<file path="config.mk">
export PLATFORM = sky130hd
export DESIGN_NAME = uart_fifo_periph
export DESIGN_NICKNAME = d
export VERILOG_FILES = /design/src/rtl/uart_pkg.sv /design/src/rtl/sync_fifo.sv /design/src/rtl/uart_fifo_periph.sv
export SDC_FILE = /design/constraint.sdc
export NUM_CORES = 1
export LEC_CHECK = 0
export CAP_MARGIN = 10
export CORE_AREA = 2 2 172 174
export DETAILED_ROUTE_END_ITERATION = 7
export DIE_AREA = 0 0 174 176
export MAX_ROUTING_LAYER = met4
export PLACE_DENSITY = 0.8
export SLEW_MARGIN = 0
export SYNTH_ARGS = -nofsm -noshare
export SYNTH_HDL_FRONTEND = slang
export SYNTH_SLANG_ARGS = --single-unit
</file>
<file path="constraint.sdc">
create_clock -name clk -period 6.8 [get_ports clk]
set_input_delay 2.04 -clock clk [delete_from_list [all_inputs] [get_ports clk]]
set_output_delay 2.04 -clock clk [all_outputs]
set_load 0.02 [all_outputs]
</file>
<file path="src/rtl/uart_pkg.sv">
// Shared constants, register map and FSM state types for the UART peripheral.
package uart_pkg;

    localparam logic [3:0] OFF_DATA   = 4'h0;
    localparam logic [3:0] OFF_STATUS = 4'h4;
    localparam logic [3:0] OFF_CTRL   = 4'h8;
    localparam logic [3:0] OFF_DIV    = 4'hC;

    localparam int ST_TX_FULL    = 0;
    localparam int ST_TX_EMPTY   = 1;
    localparam int ST_RX_FULL    = 2;
    localparam int ST_RX_EMPTY   = 3;
    localparam int ST_TX_BUSY    = 4;
    localparam int ST_RX_OVF     = 5;
    localparam int ST_PARITY_ERR = 6;
    localparam int ST_FRAME_ERR  = 7;
    localparam int ST_TX_OVF     = 8;
    localparam int ST_RX_CNT     = 16;

    localparam int CTRL_TX_EN      = 0;
    localparam int CTRL_RX_EN      = 1;
    localparam int CTRL_PARITY_EN  = 2;
    localparam int CTRL_PARITY_ODD = 3;
    localparam int CTRL_RX_IRQ_EN  = 4;
    localparam int CTRL_TX_IRQ_EN  = 5;

    localparam logic [5:0] CTRL_RESET = 6'h03;

    localparam int         OVERSAMPLE = 16;
    localparam logic [3:0] OS_LAST    = 4'(OVERSAMPLE - 1);
    localparam logic [3:0] OS_SAMPLE  = 4'd7;

    typedef enum logic [2:0] {
        TX_IDLE   = 3'd0,
        TX_START  = 3'd1,
        TX_DATA   = 3'd2,
        TX_PARITY = 3'd3,
        TX_STOP   = 3'd4
    } tx_state_t;

    typedef enum logic [2:0] {
        RX_IDLE   = 3'd0,
        RX_START  = 3'd1,
        RX_DATA   = 3'd2,
        RX_PARITY = 3'd3,
        RX_STOP   = 3'd4
    } rx_state_t;

    // Even parity is the XOR of the data bits; odd parity is its inverse.
    function automatic logic parity_bit(input logic [7:0] d, input logic odd);
        return (^d) ^ odd;
    endfunction

endpackage

</file>
<file path="src/rtl/sync_fifo.sv">
// Single-clock FIFO with occupancy count; DEPTH must be a power of two.
module sync_fifo #(
    parameter int WIDTH = 8,
    parameter int DEPTH = 16
) (
    input  logic                     clk,
    input  logic                     reset,
    input  logic                     push,
    input  logic [WIDTH-1:0]         wdata,
    input  logic                     pop,
    output logic [WIDTH-1:0]         rdata,
    output logic                     full,
    output logic                     empty,
    output logic [$clog2(DEPTH):0]   count
);

    localparam int AW = $clog2(DEPTH);

    logic [WIDTH-1:0] mem [DEPTH];
    logic [AW-1:0]    wr_ptr;
    logic [AW-1:0]    rd_ptr;
    logic [AW:0]      cnt;
    logic             do_push;
    logic             do_pop;

    // push/pop are one-cycle requests: push takes effect only when not full,
    // pop only when not empty, and both may take effect in the same cycle.
    assign full    = (cnt == (AW + 1)'(DEPTH));
    assign empty   = (cnt == '0);
    assign do_push = push & ~full;
    assign do_pop  = pop & ~empty;
    assign rdata   = mem[rd_ptr];
    assign count   = cnt;

    always_ff @(posedge clk or negedge reset) begin
        if (!reset) begin
            wr_ptr <= '0;
            rd_ptr <= '0;
            cnt    <= '0;
        end else begin
            if (do_push) wr_ptr <= wr_ptr + AW'(1);
            if (do_pop)  rd_ptr <= rd_ptr + AW'(1);
            case ({do_push, do_pop})
                2'b10:   cnt <= cnt + (AW + 1)'(1);
                2'b01:   cnt <= cnt - (AW + 1)'(1);
                default: cnt <= cnt;
            endcase
        end
    end

    always_ff @(posedge clk) begin
        if (do_push) mem[wr_ptr] <= wdata;
    end

endmodule

</file>
<file path="src/rtl/uart_fifo_periph.sv">
// Memory-mapped UART: TX/RX FIFOs, programmable baud tick, 16x oversampled
// receiver and optional parity, all in the CPU clock domain.
module uart_fifo_periph
    import uart_pkg::*;
#(
    parameter logic [31:0] BASE_ADDR   = 32'h4000_0040,
    parameter int          FIFO_DEPTH  = 16,
    parameter int          DIV_W       = 16,
    parameter int          DEFAULT_DIV = 651
) (
    input  logic        clk,
    input  logic        reset,
    input  logic        rd,
    input  logic        wr,
    input  logic [31:0] addr,
    input  logic [31:0] wdata,
    output logic [31:0] rdata,
    input  logic        uart_rx,
    output logic        uart_tx,
    output logic        irq
);

    localparam int CW = $clog2(FIFO_DEPTH) + 1;

    logic             blk_hit;
    logic [3:0]       off;
    logic             wr_data_sel, wr_status_sel, wr_ctrl_sel, wr_div_sel, rd_data_sel;
    logic [5:0]       ctrl;
    logic [DIV_W-1:0] div_reg, div_act, tick_cnt, div_wval;
    logic             tick;
    logic             tx_en, rx_en, parity_en, parity_odd, rx_irq_en, tx_irq_en;
    logic             rx_ovf, parity_err, frame_err, tx_ovf;
    logic             tx_ovf_set, rx_ovf_set, parity_set, frame_set;
    logic [31:0]      status_word;

    logic             tx_push, tx_pop, tx_full, tx_empty;
    logic [7:0]       tx_head;
    logic [CW-1:0]    tx_count;
    logic             rx_push, rx_pop, rx_full, rx_empty;
    logic [7:0]       rx_head;
    logic [CW-1:0]    rx_count;

    tx_state_t        tx_state, tx_state_nxt;
    logic [3:0]       tx_os;
    logic [2:0]       tx_bit;
    logic [7:0]       tx_byte;
    logic             tx_os_last, tx_can_load, tx_line, tx_busy;

    rx_state_t        rx_state, rx_state_nxt;
    logic             rx_s1, rx_s2, rx_prev, rx_fall;
    logic [3:0]       rx_os;
    logic [2:0]       rx_bit;
    logic [7:0]       rx_byte;
    logic             rx_par_bad, rx_os_last, rx_shift, rx_par_chk;
    logic             unused_bits;

    // ---------------- bus decode ----------------
    assign blk_hit       = (addr[31:4] == BASE_ADDR[31:4]);
    assign off           = addr[3:0];
    assign wr_data_sel   = wr & blk_hit & (off == OFF_DATA);
    assign wr_status_sel = wr & blk_hit & (off == OFF_STATUS);
    assign wr_ctrl_sel   = wr & blk_hit & (off == OFF_CTRL);
    assign wr_div_sel    = wr & blk_hit & (off == OFF_DIV);
    assign rd_data_sel   = rd & blk_hit & (off == OFF_DATA);

    assign tx_en      = ctrl[CTRL_TX_EN];
    assign rx_en      = ctrl[CTRL_RX_EN];
    assign parity_en  = ctrl[CTRL_PARITY_EN];
    assign parity_odd = ctrl[CTRL_PARITY_ODD];
    assign rx_irq_en  = ctrl[CTRL_RX_IRQ_EN];
    assign tx_irq_en  = ctrl[CTRL_TX_IRQ_EN];

    assign div_wval    = wdata[DIV_W-1:0];
    assign unused_bits = ^{wdata, tx_count};

    // ---------------- FIFOs ----------------
    assign tx_push    = wr_data_sel;
    assign tx_ovf_set = wr_data_sel & tx_full;
    assign rx_pop     = rd_data_sel;
    assign rx_ovf_set = rx_push & rx_full;

    sync_fifo #(.WIDTH(8), .DEPTH(FIFO_DEPTH)) u_tx_fifo (
        .clk   (clk),
        .reset (reset),
        .push  (tx_push),
        .wdata (wdata[7:0]),
        .pop   (tx_pop),
        .rdata (tx_head),
        .full  (tx_full),
        .empty (tx_empty),
        .count (tx_count)
    );

    sync_fifo #(.WIDTH(8), .DEPTH(FIFO_DEPTH)) u_rx_fifo (
        .clk   (clk),
        .reset (reset),
        .push  (rx_push),
        .wdata (rx_byte),
        .pop   (rx_pop),
        .rdata (rx_head),
        .full  (rx_full),
        .empty (rx_empty),
        .count (rx_count)
    );

    // ---------------- registers ----------------
    always_ff @(posedge clk or negedge reset) begin
        if (!reset) begin
            ctrl       <= CTRL_RESET;
            div_reg    <= DIV_W'(DEFAULT_DIV);
            rx_ovf     <= 1'b0;
            parity_err <= 1'b0;
            frame_err  <= 1'b0;
            tx_ovf     <= 1'b0;
        end else begin
            if (wr_ctrl_sel) ctrl <= wdata[5:0];
            if (wr_div_sel)  div_reg <= (div_wval < DIV_W'(2)) ? DIV_W'(2) : div_wval;
            // Set events take priority over a same-cycle write-one-to-clear.
            rx_ovf     <= (rx_ovf & ~(wr_status_sel & wdata[ST_RX_OVF])) | rx_ovf_set;
            parity_err <= (parity_err & ~(wr_status_sel & wdata[ST_PARITY_ERR])) | parity_set;
            frame_err  <= (frame_err & ~(wr_status_sel & wdata[ST_FRAME_ERR])) | frame_set;
            tx_ovf     <= (tx_ovf & ~(wr_status_sel & wdata[ST_TX_OVF])) | tx_ovf_set;
        end
    end

    // Divisor changes are latched only at wrap so a period is never cut short.
    assign tick = (tick_cnt == div_act - DIV_W'(1));

    always_ff @(posedge clk or negedge reset) begin
        if (!reset) begin
            tick_cnt <= '0;
            div_act  <= DIV_W'(DEFAULT_DIV);
        end else if (tick) begin
            tick_cnt <= '0;
            div_act  <= div_reg;
        end else begin
            tick_cnt <= tick_cnt + DIV_W'(1);
        end
    end

    always_comb begin
        status_word                   = '0;
        status_word[ST_TX_FULL]       = tx_full;
        status_word[ST_TX_EMPTY]      = tx_empty;
        status_word[ST_RX_FULL]       = rx_full;
        status_word[ST_RX_EMPTY]      = rx_empty;
        status_word[ST_TX_BUSY]       = tx_busy;
        status_word[ST_RX_OVF]        = rx_ovf;
        status_word[ST_PARITY_ERR]    = parity_err;
        status_word[ST_FRAME_ERR]     = frame_err;
        status_word[ST_TX_OVF]        = tx_ovf;
        status_word[ST_RX_CNT +: 8]   = 8'(rx_count);
    end

    always_comb begin
        rdata = '0;
        if (rd && blk_hit) begin
            case (off)
                OFF_DATA:   rdata = {24'd0, (rx_empty ? 8'd0 : rx_head)};
                OFF_STATUS: rdata = status_word;
                OFF_CTRL:   rdata = {26'd0, ctrl};
                OFF_DIV:    rdata = 32'(div_reg);
                default:    rdata = '0;
            endcase
        end
    end

    assign irq = (rx_irq_en & ~rx_empty) | (tx_irq_en & tx_empty & ~tx_busy)
               | rx_ovf | parity_err | frame_err | tx_ovf;

    // ---------------- TX engine ----------------
    assign tx_os_last  = (tx_os == OS_LAST);
    assign tx_can_load = tick & tx_en & ~tx_empty;
    assign tx_busy     = (tx_state != TX_IDLE);

    always_ff @(posedge clk or negedge reset) begin
        if (!reset) tx_state <= TX_IDLE;
        else        tx_state <= tx_state_nxt;
    end

    always_comb begin
        tx_state_nxt = tx_state;
        case (tx_state)
            TX_IDLE:   if (tx_can_load) tx_state_nxt = TX_START;
            TX_START:  if (tick && tx_os_last) tx_state_nxt = TX_DATA;
            TX_DATA:   if (tick && tx_os_last && tx_bit == 3'd7)
                           tx_state_nxt = parity_en ? TX_PARITY : TX_STOP;
            TX_PARITY: if (tick && tx_os_last) tx_state_nxt = TX_STOP;
            TX_STOP:   if (tick && tx_os_last)
                           tx_state_nxt = tx_can_load ? TX_START : TX_IDLE;
            default:   tx_state_nxt = TX_IDLE;
        endcase
    end

    always_comb begin
        tx_pop  = 1'b0;
        tx_line = 1'b1;
        case (tx_state)
            TX_IDLE:   tx_pop  = tx_can_load;
            TX_START:  tx_line = 1'b0;
            TX_DATA:   tx_line = tx_byte[tx_bit];
            TX_PARITY: tx_line = parity_bit(tx_byte, parity_odd);
            TX_STOP:   tx_pop  = tx_os_last & tx_can_load;
            default:   tx_line = 1'b1;
        endcase
    end

    always_ff @(posedge clk or negedge reset) begin
        if (!reset) begin
            uart_tx <= 1'b1;
            tx_os   <= '0;
            tx_bit  <= '0;
            tx_byte <= '0;
        end else begin
            uart_tx <= tx_line;
            if (tx_pop) begin
                tx_byte <= tx_head;
                tx_bit  <= '0;
                tx_os   <= '0;
            end else if (tick && tx_state != TX_IDLE) begin
                tx_os <= tx_os + 4'd1;
                if (tx_state == TX_DATA && tx_os_last) tx_bit <= tx_bit + 3'd1;
            end
        end
    end

    // ---------------- RX engine ----------------
    assign rx_fall    = rx_prev & ~rx_s2;
    assign rx_os_last = (rx_os == OS_LAST);

    always_ff @(posedge clk or negedge reset) begin
        if (!reset) rx_state <= RX_IDLE;
        else        rx_state <= rx_state_nxt;
    end

    always_comb begin
        rx_state_nxt = rx_state;
        if (rx_state != RX_IDLE && !rx_en) begin
            rx_state_nxt = RX_IDLE;
        end else begin
            case (rx_state)
                RX_IDLE:   if (rx_en && rx_fall) rx_state_nxt = RX_START;
                RX_START:  if (tick && rx_os == OS_SAMPLE)
                               rx_state_nxt = rx_s2 ? RX_IDLE : RX_DATA;
                RX_DATA:   if (tick && rx_os_last && rx_bit == 3'd7)
                               rx_state_nxt = parity_en ? RX_PARITY : RX_STOP;
                RX_PARITY: if (tick && rx_os_last) rx_state_nxt = RX_STOP;
                RX_STOP:   if (tick && rx_os_last) rx_state_nxt = RX_IDLE;
                default:   rx_state_nxt = RX_IDLE;
            endcase
        end
    end

    always_comb begin
        rx_shift   = 1'b0;
        rx_par_chk = 1'b0;
        rx_push    = 1'b0;
        case (rx_state)
            RX_DATA:   rx_shift   = rx_en & tick & rx_os_last;
            RX_PARITY: rx_par_chk = rx_en & tick & rx_os_last;
            RX_STOP:   rx_push    = rx_en & tick & rx_os_last;
            default:   rx_push    = 1'b0;
        endcase
    end

    // The byte is delivered even with a bad parity or stop bit; errors are flagged.
    assign frame_set  = rx_push & ~rx_s2;
    assign parity_set = rx_push & parity_en & rx_par_bad;

    always_ff @(posedge clk or negedge reset) begin
        if (!reset) begin
            rx_s1      <= 1'b1;
            rx_s2      <= 1'b1;
            rx_prev    <= 1'b1;
            rx_os      <= '0;
            rx_bit     <= '0;
            rx_byte    <= '0;
            rx_par_bad <= 1'b0;
        end else begin
            rx_s1   <= uart_rx;
            rx_s2   <= rx_s1;
            rx_prev <= rx_s2;
            if (rx_state == RX_IDLE) begin
                rx_os      <= '0;
                rx_bit     <= '0;
                rx_par_bad <= 1'b0;
            end else if (tick) begin
                if (rx_state == RX_START && rx_os == OS_SAMPLE) rx_os <= '0;
                else                                            rx_os <= rx_os + 4'd1;
                if (rx_shift) begin
                    rx_byte <= {rx_s2, rx_byte[7:1]};
                    rx_bit  <= rx_bit + 3'd1;
                end
                if (rx_par_chk) rx_par_bad <= (rx_s2 != parity_bit(rx_byte, parity_odd));
            end
        end
    end

endmodule

</file>
==> results of run 1 <==
-- power breakdown --
group	internal, mW	total (mW)	switching, mW
Combinational	0.0322	0.0820	0.0497
Clock	1.24	2.12	0.880
Sequential	2.47	2.47	0.00101
-- final timing paths --
kind / endpoint / from
min in group asynchronous: tx_byte[1]$_DFFE_PN0N_ / reset
setup / recovery: rdata[0] / addr[3]
hold / removal: rx_s2$_DFF_PN1_ / rx_s1$_DFF_PN1_
hold reg to reg: rx_s2$_DFF_PN1_ / rx_s1$_DFF_PN1_
max in group asynchronous: u_rx_fifo.rd_ptr[0]$_DFFE_PN0P_ / reset
setup reg to reg: u_rx_fifo.count[4]$_DFFE_PN0P_ / div_act[0]$_DFFE_PN1N_
-- cell type report --
cell class | count | share of cell area, %
sequential | 381 | 55.3
tap | 384 | 2.45
clock inverter | 20 | 1.17
timing repair buffer | 109 | 5.14
clock buffer | 51 | 5.31
multi-input combinational | 704 | 30.0
inverter | 31 | 0.594
-- cell usage after synthesis, types with 4 or more instances --
library cell / count
mux4_2: 58
buf_4: 12
nor3_2: 4
nand4_1: 13
nor2_1: 71
inv_1: 31
and2_1: 15
mux2_1: 9
xor2_1: 27
xnor2_1: 52
buf_1: 17
nor4_1: 19
dfrtp_1: 109
a211oi_1: 6
nand2b_1: 9
ha_1: 26
clkbuf_1: 30
mux2_2: 42
nand2_1: 77
edfxtp_1: 256
a21o_1: 11
a21oi_1: 16
a22oi_1: 5
nor3_1: 35
a31oi_1: 10
o31ai_1: 4
a222oi_1: 10
buf_2: 6
nand3_1: 23
dfstp_2: 16
o21ai_0: 29
and3_1: 14
a221oi_1: 11
mux2i_1: 35
nor2b_1: 11
o211ai_1: 8
-- worst max-delay path: stages --
cell and delay [ps]:
clkdlybuf4s50_1 470, nor3_1 350, nor3b_1 490, buf_4 230, o211ai_1 90, a21oi_1 230, clkdlybuf4s50_1 650
-- layer usage --
layer  wire length (um)  global-route usage (%)  share of wire (%)
met1              14900                    33.7                 39
met2              19200                    43.9                 51
met3               2620                    4.09                6.9
met4               1230                    9.24                3.2
met5                  0                       -                  0
-- layout by cell type, fill, tap and decap left out, types with 13 or more instances in the layout --
cell and count:
clkdlybuf4s50_1 74, nand4_1 13, xnor2_1 52, mux2i_1 35, and3_1 14, xor2_1 27
dfrtp_1 107, inv_1 31, dfstp_2 16, and2_1 15, nand2_1 77, nor2_1 71
nor3_1 35, mux2_2 42, nor4_1 19, o21ai_0 29, a21oi_1 16, mux4_2 58
ha_1 26, clkbuf_16 39, nand3_1 23, buf_4 34, edfxtp_1 256
-- cells by family (layout without fill, tap and decap cells) --
kind of cell,after synthesis,count (layout),share of synthesized area [%]
buf+inv,99,211,2.61
other cells,1,11,0.0219
compound gates,128,128,5.49
xor+xnor,80,80,4.17
mux,144,144,13.0
flops,381,381,63.3
fa+ha+maj,27,27,2.02
simple gates,314,314,9.39
-- per-stage QoR --
| stage | hold WS [ps] | util (%) |
|---|---|---|
| 2_1_floorplan | 345 | - |
| 3_3_place_gp | 346 | 64.2 |
| 3_5_place_dp | 347 | 64.2 |
| 4_1_cts | 371 | 68.6 |
| 5_1_grt | 378 | 68.6 |
| 6_report | 372 | 68.6 |
==> key figures, run 1 <==
Outcome
  • Status: completed

STA
  • Clock Skew: 25.6 ps
  • Unrepaired setup endpoints after global routing: no
  • Fin. max-slew vios: 0
  • Highest clock rate: 152 MHz
  • Rel. slew slack: 36.2%
  • TNS Setup: 0 ps
  • Setup violators final: 0
  • Final Hold Violating Endpoints: 0
  • Final min period: 6590 ps
  • Slew @ Worst Pin: 954 ps
  • Worst Slack Setup Final: 207 ps
  • Period utilization: 97.0%

Routing
  • DR pass1 iterations: 8
  • Detail Route Antenna Nets: 0
  • Routed length per placed instance: 22.6 um
  • Vias per inst: 6.27
  • Routed via count: 10,500
  • # DRC: 0
  • Total wire length: 38.0 mm
  • 1st-iter DRT viols: 1,153

Placed design
  • Placed Cells: 1,609
  • GPL Wtd Cong: 0.862
  • HPWL Detailed: 24.7 mm
  • Placed cell area: 18,300 sq um
  • PortBufs: 75
  • Dpl ws: 232 ps

Cells and area
  • Nets: 1,362
  • Diodes inserted: 0
  • Final instance area: 19,600 sq um
  • Biggest regs: u_rx_fifo.mem x128, u_tx_fifo.mem x128
  • Area grow syn2layout: 14.4%
  • Fillers: 1,911
  • Share of layout cells above drive strength 1: 17.5%
  • Fin cells: 1,680
  • Multi-input gate area: 5880 sq um
  • Seq. cell area: 10,800 sq um

Worst hold path
  • HP Class: register to register
  • Hold path cells: 0

Worst setup path
  • Critical path data required time: 4760 ps
  • Crit path launch type: input pin
  • CP Class: input pin to output port
  • R2R depth: 17
  • Arrival @ worst endpoint: 4550 ps
  • Critical Path Sink Type: output port
  • Worst-path maximum fanout: 6
  • Reg2reg setup slack: 1910 ps

Clock network
  • Hold-fix buffers, CTS: 0
  • Post-CTS Repair Setup Buffers: 0
  • CTS tree: built
  • Total CTS buffers: 39
  • Reg clk slew, reported paths: 60 ps
  • Clock Sinks: 381
  • Clock Latency Late Sink: 540 ps
  • Clock Path Buffers: 3
  • Post-cts repair resize count: 0
  • Root buf cell: clkbuf_16
  • H-tree levels: 2

Synth
  • Most area-consuming cells after synthesis: edfxtp_1 45%, dfrtp_1 16%, mux4_2 7.6%, mux2_2 2.8%, xnor2_1 2.7%
  • Mean Syn Cell Area: 14.6 sq um
  • Synthesized flop and latch total: 381
  • Ys Warns: 0
  • Mapped cell area: 17,100 sq um
  • Synth cell types: 72
  • Cell taking the most area after synthesis: edfxtp_1
  • Number of flops mapped to enable cells by yosys: 256
  • Post-synthesis cell count: 1,174
  • Sequential-to-total area share from yosys stat: 63.3%
  • Post-synth ARST share: 32.8%
  • Main synth FF type: edfxtp_1
  • Yosys top cell area share: 44.9%

Pwr
  • Max IR drop VDD: 0.000178 V
  • Overall power: 4.67 mW
  • Leakage power: 6.63 nW
  • Pwr dens: 238 nW/um^2

Floorplanning
  • Die ar.: 30,600 sq um
  • Die span in x: 174 um
  • Row cnt: 62
  • Initial core utilization: 60.0%
  • Placeable Area: 28,500 sq um
  • Die Ht: 176 um
  • I/O pin count: 103

Global route
  • Overall Global Routing Usage: 26.4%
  • Vias in the first global route: 10,800
  • Total grt overflow: 0
  • Initial antenna violation count: 1
  • First-pass GRT wire length: 60.5 mm
  • Largest net degree at the start of global routing: 83

Run
  • Max Cap Viol: 0
(Power assumes the default switching activity.)
==> run 2, diff against run 1 <==
- ABC_CLOCK_PERIOD_IN_PS: default -> 6800
- CTS_CLUSTER_SIZE: default -> 30
==> results of run 2 <==
The final DEF is identical to that of run 1; final timing and power are the same.
